### src/rtl/led_pkg.sv
// led_pkg: mode encoding, shift direction and PWM width shared by the LED pattern generator.
package led_pkg;

   typedef enum logic [1:0] {
      MODE_COUNT   = 2'd0,
      MODE_ROTATE  = 2'd1,
      MODE_BOUNCE  = 2'd2,
      MODE_BREATHE = 2'd3
   } led_mode_e;

   typedef enum logic {
      DIR_UP   = 1'b0,
      DIR_DOWN = 1'b1
   } led_dir_e;

   localparam int unsigned PWM_W = 8;

endpackage

### src/rtl/led_tick_div.sv
// led_tick_div: clock-enable prescaler, one-cycle oTICK every DIV enabled cycles; iCLR restarts the count.
module led_tick_div #(
   parameter int unsigned DIV = 12_500_000
) (
   input  logic iCLK,
   input  logic iRST_N,
   input  logic iEN,
   input  logic iCLR,
   output logic oTICK
);

   localparam int unsigned      CNT_W = $clog2(DIV);
   localparam logic [CNT_W-1:0] LAST  = CNT_W'(DIV - 1);

   logic [CNT_W-1:0] cnt_q, cnt_d;

   always_comb begin
      cnt_d = cnt_q;
      oTICK = iEN && !iCLR && (cnt_q == LAST);
      if (iCLR) begin
         cnt_d = '0;
      end else if (oTICK) begin
         cnt_d = '0;
      end else if (iEN) begin
         cnt_d = cnt_q + CNT_W'(1);
      end
   end

   always_ff @(posedge iCLK or negedge iRST_N) begin
      if (!iRST_N) begin
         cnt_q <= '0;
      end else begin
         cnt_q <= cnt_d;
      end
   end

endmodule

### src/rtl/led_pattern_gen.sv
// led_pattern_gen: N-bit LED animator (count, rotate, bounce, breathe/blink) stepped by led_tick_div.
// Define LED_PWM_EN for PWM breathing in mode 3; otherwise mode 3 blinks all LEDs.
module led_pattern_gen #(
   parameter int unsigned N_LED = 8,
   parameter int unsigned DIV   = 12_500_000
) (
   input  logic             iCLK,
   input  logic             iRST_N,
   input  logic             iEN,
   input  logic [1:0]       iMODE,
   output logic [N_LED-1:0] oLED,
   output logic             oSTEP
);

   import led_pkg::*;

   localparam logic [N_LED-1:0] ONE = N_LED'(1);

   led_mode_e        mode_q, mode_d;
   led_dir_e         dir_q, dir_d;
   logic [N_LED-1:0] pat_q, pat_d;
   logic [N_LED-1:0] led_q, led_d;
   logic             step_q, step_d;
   logic             mode_chg;
   logic             tick;

`ifdef LED_PWM_EN
   logic [PWM_W-1:0] pwm_q, pwm_d;
   logic [PWM_W-1:0] duty_q, duty_d;
`endif

   assign mode_chg = (mode_q != led_mode_e'(iMODE));

   led_tick_div #(
      .DIV(DIV)
   ) u_tick_div (
      .iCLK  (iCLK),
      .iRST_N(iRST_N),
      .iEN   (iEN),
      .iCLR  (mode_chg),
      .oTICK (tick)
   );

   always_comb begin
      mode_d = mode_q;
      dir_d  = dir_q;
      pat_d  = pat_q;
      step_d = tick;
`ifdef LED_PWM_EN
      pwm_d  = pwm_q + PWM_W'(1);
      duty_d = duty_q;
`endif
      if (mode_chg) begin
         mode_d = led_mode_e'(iMODE);
         dir_d  = DIR_UP;
         pat_d  = '0;
         step_d = 1'b0;
`ifdef LED_PWM_EN
         duty_d = '0;
`endif
      end else if (tick) begin
         unique case (mode_q)
            MODE_COUNT: pat_d = pat_q + ONE;
            MODE_ROTATE: begin
               if ($onehot(pat_q)) begin
                  pat_d = (pat_q << 1) | (pat_q >> (N_LED - 1));
               end else begin
                  pat_d = ONE;
               end
            end
            MODE_BOUNCE: begin
               if (!$onehot(pat_q)) begin
                  pat_d = ONE;
                  dir_d = DIR_UP;
               end else if (N_LED > 1) begin
                  if (dir_q == DIR_UP) begin
                     if (pat_q[N_LED-1]) begin
                        dir_d = DIR_DOWN;
                        pat_d = pat_q >> 1;
                     end else begin
                        pat_d = pat_q << 1;
                     end
                  end else begin
                     if (pat_q[0]) begin
                        dir_d = DIR_UP;
                        pat_d = pat_q << 1;
                     end else begin
                        pat_d = pat_q >> 1;
                     end
                  end
               end
            end
            MODE_BREATHE: begin
`ifdef LED_PWM_EN
               // dir_q doubles as the duty ramp direction; only one user is active per mode
               if (dir_q == DIR_UP) begin
                  if (duty_q == '1) begin
                     dir_d  = DIR_DOWN;
                     duty_d = duty_q - PWM_W'(1);
                  end else begin
                     duty_d = duty_q + PWM_W'(1);
                  end
               end else begin
                  if (duty_q == '0) begin
                     dir_d  = DIR_UP;
                     duty_d = duty_q + PWM_W'(1);
                  end else begin
                     duty_d = duty_q - PWM_W'(1);
                  end
               end
`else
               pat_d = ~pat_q;
`endif
            end
         endcase
      end
`ifdef LED_PWM_EN
      if (mode_d == MODE_BREATHE) begin
         led_d = {N_LED{pwm_d < duty_d}};
      end else begin
         led_d = pat_d;
      end
`else
      led_d = pat_d;
`endif
   end

   always_ff @(posedge iCLK or negedge iRST_N) begin
      if (!iRST_N) begin
         mode_q <= MODE_COUNT;
         dir_q  <= DIR_UP;
         pat_q  <= '0;
         led_q  <= '0;
         step_q <= 1'b0;
      end else begin
         mode_q <= mode_d;
         dir_q  <= dir_d;
         pat_q  <= pat_d;
         led_q  <= led_d;
         step_q <= step_d;
      end
   end

`ifdef LED_PWM_EN
   always_ff @(posedge iCLK or negedge iRST_N) begin
      if (!iRST_N) begin
         pwm_q  <= '0;
         duty_q <= '0;
      end else begin
         pwm_q  <= pwm_d;
         duty_q <= duty_d;
      end
   end
`endif

   assign oLED  = led_q;
   assign oSTEP = step_q;

endmodule

### config.mk
export PLATFORM = sky130hd
export DESIGN_NAME = led_pattern_gen
export DESIGN_NICKNAME = d
export VERILOG_FILES = /design/src/rtl/led_pkg.sv /design/src/rtl/led_tick_div.sv /design/src/rtl/led_pattern_gen.sv
export SDC_FILE = /design/constraint.sdc
export NUM_CORES = 1
export LEC_CHECK = 0
export CAP_MARGIN = 20
export CELL_PAD_IN_SITES_DETAIL_PLACEMENT = 0
export CELL_PAD_IN_SITES_GLOBAL_PLACEMENT = 2
export CORE_MARGIN = 4
export CORE_UTILIZATION = 33
export CTS_BUF_LIST = sky130_fd_sc_hd__clkbuf_8 sky130_fd_sc_hd__clkbuf_16
export CTS_CLUSTER_DIAMETER = 80
export DETAILED_ROUTE_END_ITERATION = 10
export GPL_ROUTABILITY_DRIVEN = 0
export PLACE_DENSITY_LB_ADDON = 0.1
export SYNTH_ARGS = -nofsm -noshare
export SYNTH_HDL_FRONTEND = slang
export SYNTH_HIERARCHICAL = 1
export SYNTH_SLANG_ARGS = --single-unit
export TNS_END_PERCENT = 100
### constraint.sdc
create_clock -name iCLK -period 10.6 [get_ports iCLK]
set_input_delay 2.12 -clock iCLK [delete_from_list [all_inputs] [get_ports iCLK]]
set_output_delay 2.12 -clock iCLK [all_outputs]
set_load 0.03 [all_outputs]
# After elaboration in Yosys (flattened, before gate mapping)
# Index checks and enable logic that the tools add are counted.
[word_totals]
ff_bits = 36
in_bits = 5
output_inout_bits = 9
elab_cells = 49
[classes]
n_addsub = 9
eq_ne = 6
muxes = 19
n_bitwise = 2
n_reduce_logical = 8
[op_table]
columns = ["op", "count"]
rows = [
  ["24-bit two-way mux", 3],
  ["8-bit two-way mux", 7],
  ["8-bit one-hot mux with 4 select lines", 1],
  ["24-bit by 1-bit adder with 24-bit output, second input constant", 1],
  ["24-bit equality test, second input constant", 1],
  ["1-bit by 1-bit adder with 2-bit output", 4],
  ["8-bit by 1-bit adder with 8-bit output, second input constant", 1],
  ["1-bit two-way mux", 8],
  ["8-bit inverter", 1],
  ["8-bit by 1-bit bitwise OR with 8-bit output", 1],
  ["2-bit by 2-bit adder with 3-bit output", 2],
  ["3-bit by 3-bit adder with 4-bit output", 1],
  ["2-bit equality test, second input constant", 2],
  ["4-bit by 1-bit equality test with 1-bit output, second input constant", 1],
  ["2-bit nonzero test", 2],
  ["3-bit nonzero test", 1],
  ["2-bit by 1-bit equality test with 1-bit output, second input constant", 1],
  ["1-bit logical AND", 2],
  ["2-bit logical NOT", 1],
  ["2-bit != test", 1],
  ["2-bit AND reduction", 1],
  ["1-bit logical NOT", 1],
]

# Logic depth before layout (Yosys ltp)
[logic_depth]
word_depth = 8
mapped_depth = 14
mapped_depth_nobuf = 13

# Hierarchy
# The synthesis kept the hierarchy.
[by_module_without_submodules]
columns = ["mod", "n_inst", "cells_each", "area_per_inst_um2", "seq_area_each_um2"]
rows = [
  ["led_tick_div", 1, 166, 1471.4, 600.6],
  ["led_pattern_gen", 1, 149, 1239.9, 300.3],
]

# Least setup slack after synthesis
# OpenSTA, ideal clock, no wires.
[synth_path]
path_type = "reg-to-reg"
from = "reg oLED[1] (netlist name)"
to = "reg led_q[0], in the netlist oLED[0]"
setup_time_ns = 0.151
arrival_time_ns = 3.904
required_time_ns = 10.449
slack_ns = 6.546
path_stages_with_launch = 14
n_path_buf = 0
period_less_slack_ns = 4.054
cell_sequence = "dfrtp_1 -> inv_1 -> fa_1 -> fa_1 -> fa_1 -> inv_1 -> ha_1 -> inv_1 -> fa_1 -> nand2_1 -> o41ai_4 -> a31oi_1 -> a2111oi_0 -> a2111oi_0"
[synth_rtl]
columns = ["item", "line_no", "source"]
rows = [
  ["end signal: assignment", "led_pattern_gen.sv:139", "led_q <= led_d;"],
  ["end: declaration", "led_pattern_gen.sv:22", "logic [N_LED-1:0] led_q, led_d;"],
]

# Worst setup path in the final report
[layout_path]
from = "in iMODE[0]"
to = "reg led_q[4], in the netlist oLED[4]"
[layout_between]
elab_chain_cells = 5
word_cells_on_any_way = 6
cone_classes = "eq/ne: 1; mux: 1; reduce/logical: 4"
[layout_lines]
columns = ["item", "line_no", "source"]
rows = [
  ["start: declaration", "led_pattern_gen.sv:10", "input logic [1:0] iMODE,"],
  ["2-bit != test", "led_pattern_gen.sv:32", "assign mode_chg = (mode_q != led_mode_e'(iMODE));"],
  ["via mode_chg", "led_pattern_gen.sv:24", "logic mode_chg;"],
  ["1-bit logical NOT", "led_tick_div.sv:19", "oTICK = iEN && !iCLR && (cnt_q == LAST);"],
  ["1-bit logical AND (2 in a row)", "led_tick_div.sv:19", ""],
  ["via tick", "led_pattern_gen.sv:25", "logic tick;"],
  ["2-bit nonzero test (no line)", "-", ""],
]
# The timed path passes the listed nets, and every way through them passes these cells.
# A chain may end at the register's enable or synchronous reset.

==> out/metrics.yaml <==
outcome: "complete, no violations"
switchingPower_uw: 71.43
p_seq_share_pct: 49.7
hp-class: "reg2reg"
synth.area.mux_share_pct: 1.477
r2r_end: "oLED[0]$_DFFE_PN0P_"
syn_to_final_growth_pct: 10.57
p_per_area_nw_per_um2: 94.98
period_needed_ns: 4.918
syn-num-nets: 330
internal-power_uw: 213.3
core_um2: 7848
async_flop_share_pct: 100.0
worstMarginPinSlew_ns: 0.8922
synthCells: 315
fp-row-count: 32
grt_max_degree: 37
path_class: "in2reg"
leakagePower_uw: 0.001141
synthXorXnorAreaFrac_pct: 2.815
maxCapViolations: 0
cp_slowest_cell: "clkdlybuf4s50_1"
cp-start-kind: "input port"
timing.final.crit_share_pct: 46.40
layout-drive-gt1-share_pct: 9.748
combinationalPowerShare_pct: 7.7
antenna_found_initial: 0
synth_compound_area_share_pct: 21.41
drt_iter0_drc: 113
syn_avg_cell_area_um2: 8.607
die_w_um: 98.65
cts_root_buf: "clkbuf_8"
fin_cells: 420
clockBufferDepth: 2
hp-start: "u_tick_div/cnt_q[14]$_DFFE_PN0P_"
relSlewSlack_pct: 40.19
timing.fmax_mhz: 203.3
grt_overflow: 0
crit_fanout: 33
cts_tree: "done"
layout.nets: 332
synth_adder_area_share_pct: 5.722
cts-resized-gates: 0
grt_setup_unrepaired: "false"
vias: 2470
drv_slew: 0
p_clk_share_pct: 42.7
drc_errors: 0
reg2regPathDepth: 13
synth_area_um2: 2711
hold_viol_final: 0
max_stage_delay_ns: 0.52
wl_per_cell_um: 17.80
path_clk_slew_ns: 0.07
cts_setup_buffers: 0
die_y_um: 98.65
fin_tns_setup_ns: 0
numClockSinks: 36
end_kind: "flip-flop"
route.final.wire_length_um: 7477
critPathTopFamily: "buffers and inverters"
vias_per_cell: 5.881
worstPathRequired_ns: 10.74
fin_skew_ns: 0.006886
place_hpwl_um: 5141
vdd_drop_max_v: 0.00004430
hold_depth: 2
synth_simple_gate_area_share_pct: 29.40
grt_pass1_wl_um: 12500
io_buffer_count: 13
clkLatencyLatePin_ns: 0.29
crit_chain: "clkdlybuf4s50_1, xnor2_2, nand2_1, buf_4, inv_1, nand2_1, nor2_1, inv_2, nor3_1, a311o_1, a221oi_1"
io-pin-count: 14
synth.distinct_cells: 64
setup_viol: 0
r2r_setup_slack_ns: 6.08
dieArea_um2: 9731
cts_max_level: 2
synth_top_family_by_area: "simple AND/OR/NAND/NOR gates"
crit_buf_inv: 4
antenna_left: 0
synth_edf_count: 0
r2r-start: "oLED[1]$_DFFE_PN0P_"
cpMostUsedCell: "nand2_1"
yosys_warnings: 6
synth_seq_cells: 36
ys.flop_type: "dfrtp_1"
start_util_pct: 34.55
firstDrtPassIters: 6
cts_hold_buf: 0
num_antenna_cells: 0
ys_seq_area_share_pct: 33.23
grt_pass1_vias: 2440
netSwitchingFraction_pct: 25.09
hold_path_end: "u_tick_div/cnt_q[14]$_DFFE_PN0P_"
critPathArrivalTime_ns: 5.06
cts_made_buffers: 5
place_inst: 412
grt.total_usage_pct: 15.65
power by group through the flow:
stage               registers [uW]  logic, uW  clock network [uW]
detailed placement             144       22.2                   0
global route                   142       24.6                 132
CTS                            141       22.3                 126
global placement               144       22.5                   0
finish                         141       21.9                 121
floorplan                      141       16.3                   0
sequential cells by signal, summed over array words and instances (netlist names):
register,flops
mode_q,2
u_tick_div/cnt_q,24
oLED,8
oSTEP,1
dir_q,1
layout make-up:
| type | count | area [um^2] |
|---|---|---|
| clock buffers | 5 | 68.82 |
| clock inverters | 3 | 38.79 |
| fillers | 820 | 4850 |
| inverters | 18 | 67.56 |
| multi-input cells | 241 | 1654 |
| flip-flops and latches | 36 | 900.9 |
| well taps | 102 | 127.6 |
| repair buffers | 15 | 140.1 |
synthesized netlist by cell type (all sizes together) (4+ instances only):
cell / instances / area (um^2)
or3: 4 / 25.02
nand2: 29 / 111.4
and3: 5 / 33.78
clkbuf: 11 / 41.29
and4: 4 / 37.54
nor4: 5 / 31.28
o21ai: 21 / 105.1
a32o: 8 / 80.08
fa: 4 / 80.08
a31oi: 7 / 43.79
a21oi: 17 / 85.08
a221oi: 4 / 41.29
nand2b: 5 / 31.28
nand3: 17 / 95.09
xnor2: 4 / 50.05
buf: 9 / 52.55
inv: 18 / 67.57
nor3: 16 / 80.08
nor2: 24 / 108.9
nand4: 9 / 62.56
dfrtp: 36 / 900.9
mux2i: 4 / 40.04
ha: 6 / 75.07
or4: 4 / 30.03
nor3b: 4 / 30.03
layout by cell type, fill, tap and decap left out, types with 5 or more instances in the layout:
master	count
inv_1	17
a31oi_1	7
nand2b_1	5
clkbuf_8	5
nand2_1	28
nand4_1	8
dfrtp_1	36
nor4_1	5
o21ai_0	19
clkdlybuf4s50_1	12
nor3_1	15
ha_1	6
a21oi_1	17
nor2_1	22
a32o_1	8
nand3_1	15
worst max-delay path by stage:
| stage | start | to | slack [ns] | cells after the start |
|---|---|---|---|---|
| 2_1_floorplan | oLED[1]$_DFFE_PN0P_ | oLED[0]$_DFFE_PN0P_ | 6.55 | 13 |
| 3_3_place_gp | iMODE[0] | oLED[4]$_DFFE_PN0P_ | 5.39 | 11 |
| 3_5_place_dp | iMODE[0] | oLED[4]$_DFFE_PN0P_ | 5.34 | 11 |
| 4_1_cts | iMODE[0] | oLED[4]$_DFFE_PN0P_ | 5.64 | 11 |
| 5_1_grt | iMODE[0] | oLED[4]$_DFFE_PN0P_ | 5.34 | 11 |
| 6_report | iMODE[0] | oLED[4]$_DFFE_PN0P_ | 5.68 | 11 |
cells by family (layout without fill, tap and decap cells):
| kind of cell | count (synthesis) | after routing |
|---|---|---|
| and+or+nand+nor | 139 | 139 |
| AOI/OAI and AO/OA | 81 | 81 |
| adders and majority gates | 10 | 10 |
| muxes | 4 | 4 |
| DFF | 36 | 36 |
| xor gates and xnor gates | 7 | 7 |
| buffers and inverters | 38 | 41 |
stage by stage:
| stage | hold WS (ns) | cell area [um^2] | util (%) | total power (uW) | setup WS, ns |
|---|---|---|---|---|---|
| 5_1_grt | 0.6091 | 2998 | 38.20 | 298.5 | 5.343 |
| 6_report | 0.5831 | 2998 | 38.20 | 284.7 | 5.682 |
| 4_1_cts | 0.5832 | 2998 | 38.20 | 289.5 | 5.639 |
| 3_3_place_gp | 0.5639 | 2890 | 36.83 | 166.7 | 5.386 |
| 3_5_place_dp | 0.5667 | 2890 | 36.83 | 166.3 | 5.342 |
| 2_1_floorplan | 0.5191 | 2711 | - | 157.5 | 6.546 |
worst register-to-register path, stage by stage, from the launching register on:
cell	delay (ns)
dfrtp_1	0.57
inv_1	0.21
fa_1	0.51
fa_1	0.51
fa_1	0.40
inv_1	0.07
ha_1	0.15
inv_1	0.05
fa_1	0.50
nand2_1	0.08
o41ai_4	0.61
a31oi_1	0.07
a2111oi_0	0.50
a2111oi_0	0.13
metal layers:
metal | up-vias | part of all wire [%] | GRT usage [%]
met2 | 54 | 49 | 26.89
met3 | 14 | 2.9 | 2.052
met4 | 0 | 2.4 | 6.513
li1 | 1176 | - | -
met1 | 1226 | 45 | 19.75
met5 | - | 0 | 0
Note: power is estimated with default switching activity, not from simulation.
